===== config.mk =====
export PLATFORM = sky130hd
export DESIGN_NAME = dmem_master_flat
export DESIGN_NICKNAME = d
export VERILOG_FILES = /design/src/rtl/dmem_master_pkg.sv /design/src/rtl/dmem_master_if.sv /design/src/rtl/dmem_master_load_extract.sv /design/src/rtl/dmem_master.sv /design/src/flat_wrapper.sv
export SDC_FILE = /design/constraint.sdc
export NUM_CORES = 1
export LEC_CHECK = 0
export ABC_CLOCK_PERIOD_IN_PS = 8800
export BUFFER_PORTS_ARGS = -buffer_cell sky130_fd_sc_hd__buf_4
export CORE_UTILIZATION = 51
export CTS_BUF_LIST = sky130_fd_sc_hd__clkbuf_4
export CTS_CLUSTER_SIZE = 12
export DETAILED_ROUTE_END_ITERATION = 10
export MAX_ROUTING_LAYER = met4
export PLACE_DENSITY = 0.86
export SETUP_SLACK_MARGIN = 0.1
export SYNTH_ARGS = -nofsm -noshare
export SYNTH_HDL_FRONTEND = slang
export SYNTH_SLANG_ARGS = --single-unit

===== constraint.sdc =====
create_clock -name clk -period 8.8 [get_ports clk]
set_input_delay 1.76 -clock clk [delete_from_list [all_inputs] [get_ports clk]]
set_output_delay 1.76 -clock clk [all_outputs]
set_load 0.05 [all_outputs]

===== src/rtl/dmem_master_pkg.sv =====
// Shared types and constants for the data-memory initiator.
package dmem_master_pkg;

  typedef enum logic [1:0] {
    IDLE   = 2'd0,
    ACCESS = 2'd1,
    RESP   = 2'd2
  } state_t;

  localparam int unsigned DEPTH_WORDS_DEF = 64;
  localparam int unsigned LANE_W          = 8;

  // Big-endian byte map: offset 0 is rd[31:24], offset 3 is rd[7:0].
  function automatic logic [4:0] lane_shift(input logic [1:0] off);
    return {~off, 3'b000};
  endfunction

endpackage


===== src/rtl/dmem_master_if.sv =====
// Core request/response channels plus data-memory pins for dmem_master.
interface dmem_master_if #(parameter int unsigned AW = 32);
  logic          req_valid;
  logic          req_ready;
  logic          req_write;
  logic          req_byte;
  logic          req_signed;
  logic [AW-1:0] req_addr;
  logic [31:0]   req_wdata;
  logic          rsp_valid;
  logic          rsp_ready;
  logic [31:0]   rsp_rdata;
  logic          rsp_err;
  logic          dmem_we;
  logic          dmem_bytemode;
  logic [AW-1:0] dmem_a;
  logic [31:0]   dmem_wd;
  logic [31:0]   dmem_rd;

  modport master (
    input  req_valid, req_write, req_byte, req_signed, req_addr, req_wdata,
    output req_ready,
    output rsp_valid, rsp_rdata, rsp_err,
    input  rsp_ready,
    output dmem_we, dmem_bytemode, dmem_a, dmem_wd,
    input  dmem_rd
  );

  modport slave (
    output req_valid, req_write, req_byte, req_signed, req_addr, req_wdata,
    input  req_ready,
    input  rsp_valid, rsp_rdata, rsp_err,
    output rsp_ready,
    input  dmem_we, dmem_bytemode, dmem_a, dmem_wd,
    output dmem_rd
  );
endinterface


===== src/rtl/dmem_master_load_extract.sv =====
// Byte-lane select and sign/zero extension of a memory read word.
module dmem_master_load_extract
  import dmem_master_pkg::*;
(
  input  logic [31:0] rd,
  input  logic [1:0]  off,
  input  logic        is_byte,
  input  logic        is_signed,
  output logic [31:0] res
);
  logic [31:0]       sh;
  logic [LANE_W-1:0] b;

  assign sh  = rd >> lane_shift(off);
  assign b   = sh[LANE_W-1:0];
  assign res = is_byte ? {{(32-LANE_W){is_signed & b[LANE_W-1]}}, b} : rd;
endmodule


===== src/rtl/dmem_master.sv =====
// Data-memory initiator: one-cycle access per request, checked for alignment
// and range, result held on a valid/ready response channel.
module dmem_master
  import dmem_master_pkg::*;
#(
  parameter int unsigned DEPTH_WORDS = DEPTH_WORDS_DEF,
  parameter int unsigned AW          = 32
) (
  input  logic            clk,
  input  logic            reset,
  dmem_master_if.master   bus
);
  localparam logic [AW-3:0] DEPTH_LIM = (AW-2)'(DEPTH_WORDS);

  state_t        state;
  logic          held_write, held_byte, held_signed, held_err;
  logic [AW-1:0] held_addr;
  logic [31:0]   held_wdata;
  logic          we_q, rsp_valid_q, rsp_err_q;
  logic [31:0]   rsp_rdata_q;
  logic [31:0]   ext;
  logic          accept, req_err;

  assign bus.req_ready = (state == IDLE) | ((state == RESP) & bus.rsp_ready);
  assign accept        = bus.req_valid & bus.req_ready;
  assign req_err       = (!bus.req_byte && (bus.req_addr[1:0] != 2'b00)) ||
                         (bus.req_addr[AW-1:2] >= DEPTH_LIM);

  dmem_master_load_extract u_ext (
    .rd        (bus.dmem_rd),
    .off       (held_addr[1:0]),
    .is_byte   (held_byte),
    .is_signed (held_signed),
    .res       (ext)
  );

  // we_q is armed at accept so it is high for exactly the ACCESS cycle and
  // is cleared by the asynchronous reset before the next edge can write.
  always_ff @(posedge clk or posedge reset) begin
    if (reset) begin
      state       <= IDLE;
      held_write  <= 1'b0;
      held_byte   <= 1'b0;
      held_signed <= 1'b0;
      held_err    <= 1'b0;
      held_addr   <= '0;
      held_wdata  <= '0;
      we_q        <= 1'b0;
      rsp_valid_q <= 1'b0;
      rsp_err_q   <= 1'b0;
      rsp_rdata_q <= '0;
    end else begin
      if (accept) begin
        held_write  <= bus.req_write;
        held_byte   <= bus.req_byte;
        held_signed <= bus.req_signed;
        held_err    <= req_err;
        held_addr   <= bus.req_addr;
        held_wdata  <= bus.req_wdata;
        we_q        <= bus.req_write & ~req_err;
      end
      case (state)
        IDLE: if (accept) state <= ACCESS;
        ACCESS: begin
          we_q        <= 1'b0;
          rsp_valid_q <= 1'b1;
          rsp_err_q   <= held_err;
          rsp_rdata_q <= (!held_write && !held_err) ? ext : 32'd0;
          state       <= RESP;
        end
        RESP: if (bus.rsp_ready) begin
          rsp_valid_q <= 1'b0;
          state       <= accept ? ACCESS : IDLE;
        end
        default: state <= IDLE;
      endcase
    end
  end

  assign bus.dmem_we       = we_q;
  assign bus.dmem_a        = held_addr;
  assign bus.dmem_bytemode = held_byte;
  assign bus.dmem_wd       = held_wdata;
  assign bus.rsp_valid     = rsp_valid_q;
  assign bus.rsp_rdata     = rsp_rdata_q;
  assign bus.rsp_err       = rsp_err_q;
endmodule


===== src/flat_wrapper.sv =====
// flat-port wrapper written by rule: the top's interface ports become plain ports
module dmem_master_flat import dmem_master_pkg::*;
#(
  parameter int unsigned DEPTH_WORDS = DEPTH_WORDS_DEF,
  parameter int unsigned AW          = 32
)
  (clk, reset, bus_req_valid, bus_req_write, bus_req_byte, bus_req_signed, bus_req_addr, bus_req_wdata, bus_req_ready, bus_rsp_valid, bus_rsp_rdata, bus_rsp_err, bus_rsp_ready, bus_dmem_we, bus_dmem_bytemode, bus_dmem_a, bus_dmem_wd, bus_dmem_rd);
  dmem_master_if #(.AW(AW)) bus_i ();
  input  logic clk;
  input  logic reset;
  input wire logic [$bits(bus_i.req_valid)-1:0] bus_req_valid;
  input wire logic [$bits(bus_i.req_write)-1:0] bus_req_write;
  input wire logic [$bits(bus_i.req_byte)-1:0] bus_req_byte;
  input wire logic [$bits(bus_i.req_signed)-1:0] bus_req_signed;
  input wire logic [$bits(bus_i.req_addr)-1:0] bus_req_addr;
  input wire logic [$bits(bus_i.req_wdata)-1:0] bus_req_wdata;
  output wire logic [$bits(bus_i.req_ready)-1:0] bus_req_ready;
  output wire logic [$bits(bus_i.rsp_valid)-1:0] bus_rsp_valid;
  output wire logic [$bits(bus_i.rsp_rdata)-1:0] bus_rsp_rdata;
  output wire logic [$bits(bus_i.rsp_err)-1:0] bus_rsp_err;
  input wire logic [$bits(bus_i.rsp_ready)-1:0] bus_rsp_ready;
  output wire logic [$bits(bus_i.dmem_we)-1:0] bus_dmem_we;
  output wire logic [$bits(bus_i.dmem_bytemode)-1:0] bus_dmem_bytemode;
  output wire logic [$bits(bus_i.dmem_a)-1:0] bus_dmem_a;
  output wire logic [$bits(bus_i.dmem_wd)-1:0] bus_dmem_wd;
  input wire logic [$bits(bus_i.dmem_rd)-1:0] bus_dmem_rd;
  assign bus_i.req_valid = bus_req_valid;
  assign bus_i.req_write = bus_req_write;
  assign bus_i.req_byte = bus_req_byte;
  assign bus_i.req_signed = bus_req_signed;
  assign bus_i.req_addr = bus_req_addr;
  assign bus_i.req_wdata = bus_req_wdata;
  assign bus_req_ready = bus_i.req_ready;
  assign bus_rsp_valid = bus_i.rsp_valid;
  assign bus_rsp_rdata = bus_i.rsp_rdata;
  assign bus_rsp_err = bus_i.rsp_err;
  assign bus_i.rsp_ready = bus_rsp_ready;
  assign bus_dmem_we = bus_i.dmem_we;
  assign bus_dmem_bytemode = bus_i.dmem_bytemode;
  assign bus_dmem_a = bus_i.dmem_a;
  assign bus_dmem_wd = bus_i.dmem_wd;
  assign bus_i.dmem_rd = bus_dmem_rd;
  dmem_master #(.DEPTH_WORDS(DEPTH_WORDS), .AW(AW)) u_core (.clk(clk), .reset(reset), .bus(bus_i));
endmodule

Word level (Yosys, flattened, before mapping)
Cells that the tools add are included.
- bits in registers: 105
- input bits: 103
- output and inout port bits: 101
- word-level logic and storage cells: 46
- magnitude comparators: 1
- equality and inequality tests: 4
- shifts and indexed selects: 1
- mux-type cells: 10
- bitwise operators: 7
- reductions and logical operators: 12
- operators by type and width (cell ; count):
    two-way mux 32 bit ; 2
    >> shifter 32 x 5 -> 8 bit ; 1
    >= comparator 30 x 7 -> 1 bit (second input constant) ; 1
    case mux 2 bit (3 select lines) ; 1
    nonzero test 2 bit ; 3
    AND 1 bit ; 4
    two-way mux 1 bit ; 4
    two-way mux 2 bit ; 2
    AND reduction 2 bit ; 2
    zero test 1 bit ; 3
    == test 2 x 1 -> 1 bit (second input constant) ; 1
    == test 2 bit (second input constant) ; 1
    logical AND 1 bit ; 2
    zero test 2 bit ; 1
    inequality test 2 x 1 -> 1 bit (second input constant) ; 1
    inequality test 2 bit (second input constant) ; 1
    NOT 2 bit ; 1
    case mux 1 bit (2 select lines) ; 1
    logical OR 1 bit ; 1
    NOT 1 bit ; 1
    bitwise OR 1 bit ; 1

Depth between registers and ports, before layout
- word-level depth: 7
- mapped depth: 7
- depth with buffers taken out: 4

By module
Synthesis repeated with hierarchy kept, for this count alone.
- cells, all modules: 351
- area total of the unflattened synthesis: 4899.7 um^2
- by module, submodules not included (module ; instances ; cells an instance ; area an instance (um^2)):
    dmem_master ; 1 ; 246 ; 4290.4
    dmem_master_load_extract ; 1 ; 105 ; 609.3

Worst setup path after synthesis
OpenSTA, ideal clock, no wires.
- path type: input-to-output
- from: input bus_rsp_ready
- to: output bus_req_ready
- data arrival time: 2445 ps
- required time: 7040 ps
- path slack: 4595 ps
- stages on the path: 2
- path buffers: 0
- path through: nor2b_1 nor2_1
- longest elaborated chain between the ends: 2
- ends and longest elaborated chain (item ; line ; RTL):
    from (decl) ; flat_wrapper.sv:21 ; input wire logic [$bits(bus_i.rsp_ready)-1:0] bus_rsp_ready;
    AND 1 bit ; dmem_master.sv:24 ; assign bus.req_ready = (state == IDLE) | ((state == RESP) & bus.rsp_ready);
    bitwise OR 1 bit ; dmem_master.sv:24 ;
    to (decl) ; flat_wrapper.sv:17 ; output wire logic [$bits(bus_i.req_ready)-1:0] bus_req_ready;
No other way between the ends.

Final worst setup path
Ends and elaborated chain as after synthesis.

==> metrics.log <==
[metrics] leakage dissipation: 0.00290 uW
[metrics] fin nets: 582
[metrics] Worst EP arrival: 2.31 ns
[metrics] post-layout min period: about 4 ns
[metrics] number of resized instances in the post-cts repair step: 0
[metrics] RSZ-0062 raised after global routing: false
[metrics] wirelength, routed: 10,700 um
[metrics] number of slew-limit violations in the final report: 0
[metrics] Antenna Cells: 0
[metrics] first-pass GRT wire length: roughly 17,000 um
[metrics] fin worst setup slack: 4.73 ns
[metrics] Horiz. Die Dim: 93.2 um
[metrics] height of the die: 93.2 um
[metrics] violation count after the first detailed-route iteration: 132
[metrics] CTS H-tree depth: 3
[metrics] Data required, critical path: 7.04 ns
[metrics] top cell type by total area after synthesis: sky130_fd_sc_hd__dfrtp_1
[metrics] number of cells in the design after placement: 570
[metrics] maximum number of pins on one net before global-route repair: 88
[metrics] number of synthesized flops with an enable pin: 0
[metrics] Die ar.: around 0.0087 sq mm
[metrics] maximum operating frequency: 246 MHz
[metrics] worst slew pin tran: roughly 1.1 ns
[metrics] via count of the first global-routing pass: around 3.5k
[metrics] Critical Setup Path Class: in2out
[metrics] most frequent cells after synthesis: 105 x sky130_fd_sc_hd__dfrtp_1, 67 x sky130_fd_sc_hd__mux2_2, 25 x sky130_fd_sc_hd__a221o_1
[metrics] nets in the synthesized netlist: 384
[metrics] final number of hold-violating endpoints: 0
[metrics] result of the run: completed
[metrics] Ports: 204
[metrics] fill cell total of the finished layout: 502
[metrics] Slew Limit Headroom: 26.8%
[metrics] overall global routing resource usage: between 20% and 30%
[metrics] biggest area contributors in the synthesized netlist: sky130_fd_sc_hd__dfrtp_1 62%, sky130_fd_sc_hd__mux2_2 18%, sky130_fd_sc_hd__a221o_1 5.9%
[metrics] Hold/Removal Path Class: reg2reg
[metrics] clock tree buffer depth: 2
[metrics] final clock period utilization by the worst path: 46.3%
[metrics] quantity of I/O buffers inserted on ports: 203
[metrics] clock slew at reported path FFs: 0.15 ns
[metrics] portion of the post-synthesis area used by sequential elements: 61.9%
[metrics] Worst-Skew Late Latency: 0.45 ns
[metrics] maximum net fanout on the critical path: 3
[metrics] number of placement rows: 32
[metrics] fraction of registers with async set/reset: 100%
[metrics] Final ANT Viol Nets: 0
[metrics] Critical Path Source Type: input pin
[metrics] number of detailed-routing iterations run before antenna repair: 4
[metrics] cell count after synthesis: 281
[metrics] final HPWL from detailed placement: 7940 um
[metrics] number of remaining DRC errors: 0
[metrics] Mapped Avg Cell Area: 15.1 sq um
[metrics] initial standard-cell utilization of the core: 53.8%
[metrics] Final Setup Violations: 0
[metrics] summed instance area of the synthesized netlist: between 0.004 and 0.005 sq mm
[metrics] Root Buffer Master: sky130_fd_sc_hd__clkbuf_4
[metrics] final routed wire length divided by cell count: 18.3 um
[metrics] crit path max-delay cell type: sky130_fd_sc_hd__buf_4
[metrics] worst setup skew after layout: between 0.02 and 0.025 ns
[metrics] Seq. cell area: 0.00263 sq mm
[metrics] routability-driven placement congestion ratio: just over 0.8
[metrics] Core Region: approximately 0.008 sq mm
[metrics] via count: 3,284
[metrics] number of antenna violations at the first check in global routing: 0
[metrics] crit-path max cell delay: 0.19 ns
[metrics] share of layout cells above drive strength 1: a little over 60%
[metrics] max cap viols: 0
[metrics] number of library cell types mapped by synthesis: 26
[metrics] power per cell area: 253 mW/mm^2
[metrics] detail-routed via count per cell: 5.60
[metrics] Seq cells post-synth: 105
[metrics] cell with the most instances after synthesis: sky130_fd_sc_hd__dfrtp_1
[metrics] number of buffers added by the clock tree synthesis step: 9
[metrics] warning count from the yosys run: 0
[metrics] nature of the critical path endpoint: primary output
[metrics] fraction of synthesized cell area taken by the top area cell type: 61.9%
[metrics] post-CTS repair timing setup buffer count: 0
[metrics] Setup WS pre-CTS: 4.72 ns
[metrics] clock sink total: 105
[metrics] P&R area growth vs syn: 40.3%
[metrics] Max IR drop VDD: 0.168 mV
[metrics] number of buffers inserted by hold repair at cts: 0
[metrics] final total negative setup slack: 0 ns
[metrics] CP top delay family: buffers and inverters
[metrics] TritonCTS clock tree: done
[metrics] Primary FF master, synth: sky130_fd_sc_hd__dfrtp_1
[metrics] Post-Layout Cell Count: 586
[metrics] cell occurring most often along the worst timing path: sky130_fd_sc_hd__buf_4
[metrics] total area of multi-input combinational cells: 0.00148 sq mm
[metrics] Remaining Overflow, GRT: 0
[metrics] Buffers & Inverters on Critical Path: 2
[metrics] critical path, cell by cell: buf_4, nor2b_1, nor2_1, buf_4
[cells in the final DEF, fill, tap and decap left out]
cell,instances
sky130_fd_sc_hd__and2_4,1
sky130_fd_sc_hd__nand2b_1,2
sky130_fd_sc_hd__mux4_2,7
sky130_fd_sc_hd__or4_1,1
sky130_fd_sc_hd__nand3_1,1
sky130_fd_sc_hd__clkinv_4,1
sky130_fd_sc_hd__nor4_1,5
sky130_fd_sc_hd__mux4_1,1
sky130_fd_sc_hd__nor2_1,5
sky130_fd_sc_hd__dfrtp_1,105
sky130_fd_sc_hd__clkinv_1,4
sky130_fd_sc_hd__and4_4,1
sky130_fd_sc_hd__clkinvlp_4,1
sky130_fd_sc_hd__a221o_1,25
sky130_fd_sc_hd__a21oi_1,3
sky130_fd_sc_hd__inv_4,1
sky130_fd_sc_hd__nor4_4,1
sky130_fd_sc_hd__nor2b_1,2
sky130_fd_sc_hd__o21ai_0,9
sky130_fd_sc_hd__mux2_2,67
sky130_fd_sc_hd__a31o_2,1
sky130_fd_sc_hd__nor3_1,1
sky130_fd_sc_hd__buf_4,207
sky130_fd_sc_hd__a22oi_1,7
sky130_fd_sc_hd__nand4_1,1
sky130_fd_sc_hd__inv_1,8
sky130_fd_sc_hd__nor3b_2,1
sky130_fd_sc_hd__bufinv_16,1
sky130_fd_sc_hd__nand2_1,5
sky130_fd_sc_hd__clkbuf_4,9
[where the power goes]
part / switching, uW / internal, uW / leakage, uW
Clock: 153 / 83.7 / 0.0000661
Sequential: 61.5 / 567 / 0.00130
Combinational: 411 / 229 / 0.00154
Total: 626 / 879 / 0.00290
[metrics by stage]
| step | instance area (sq um) | hold WS [ns] | total power (uW) | utilization, % |
|---|---|---|---|---|
| 2_1_floorplan | 4240 | 0.481 | 1060 | - |
| 3_3_place_gp | 5830 | 0.464 | 1260 | 73.9 |
| 5_1_grt | 5960 | 0.542 | 1560 | 75.5 |
| 4_1_cts | 5960 | 0.530 | 1520 | 75.5 |
| 3_5_place_dp | 5830 | 0.497 | 1280 | 73.9 |
| 6_report | 5960 | 0.526 | 1500 | 75.5 |
[flip-flops by register name, summed over array words and instances (netlist names)]
signal,count
u_core.bus.rsp_valid,1
u_core.held_write,1
u_core.bus.rsp_rdata,32
u_core.bus.dmem_we,1
u_core.bus.dmem_wd,32
u_core.bus.rsp_err,1
u_core.bus.dmem_a,32
u_core.state,2
u_core.held_signed,1
u_core.bus.dmem_bytemode,1
u_core.held_err,1
[cell families after synthesis]
logic type / Yosys count / synth area share, %
DFF: 105 / 61.9
AOI/OAI and AO/OA: 45 / 8.76
muxes: 75 / 22.1
and+or+nand+nor: 27 / 3.71
buffers and inverters: 29 / 3.51
[area by class of cell]
| type | count | share of cell area (%) |
|---|---|---|
| Clock inverter | 7 | 1.03 |
| Inverter | 9 | 0.609 |
| Tap cell | 102 | 2.14 |
| Multi-Input combinational cell | 147 | 24.9 |
| Timing Repair Buffer | 207 | 26.1 |
| Clock buffer | 9 | 1.13 |
| Sequential cell | 105 | 44.1 |
[per-layer routing]
| layer | up-vias | wire length, um | global-route usage, % |
|---|---|---|---|
| li1 | 1450 | - | - |
| met1 | 1642 | 4230 | 31.5 |
| met2 | 174 | 5470 | 43.3 |
| met3 | 18 | 786 | 5.12 |
| met4 | 0 | 216 | 10.1 |
| met5 | - | 0 | - |
[worst paths after layout]
check | depth (start not counted) | endpoint | slack (ns) | from
max | 4 | bus_req_ready | 4.73 | bus_rsp_ready
min | 1 | u_core.bus.dmem_wd[16] | 0.53 | u_core.bus.dmem_wd[16]
max reg2reg | 4 | u_core.bus.rsp_rdata[11] | 6.68 | u_core.bus.dmem_a[1]
min reg2reg | 1 | u_core.bus.dmem_wd[16] | 0.53 | u_core.bus.dmem_wd[16]
max in group asynchronous | 3 | u_core.bus.dmem_wd[1] | 6.21 | reset
min in group asynchronous | 2 | u_core.bus.rsp_rdata[24] | 1.22 | reset
Power figures use the tool's default switching activity.
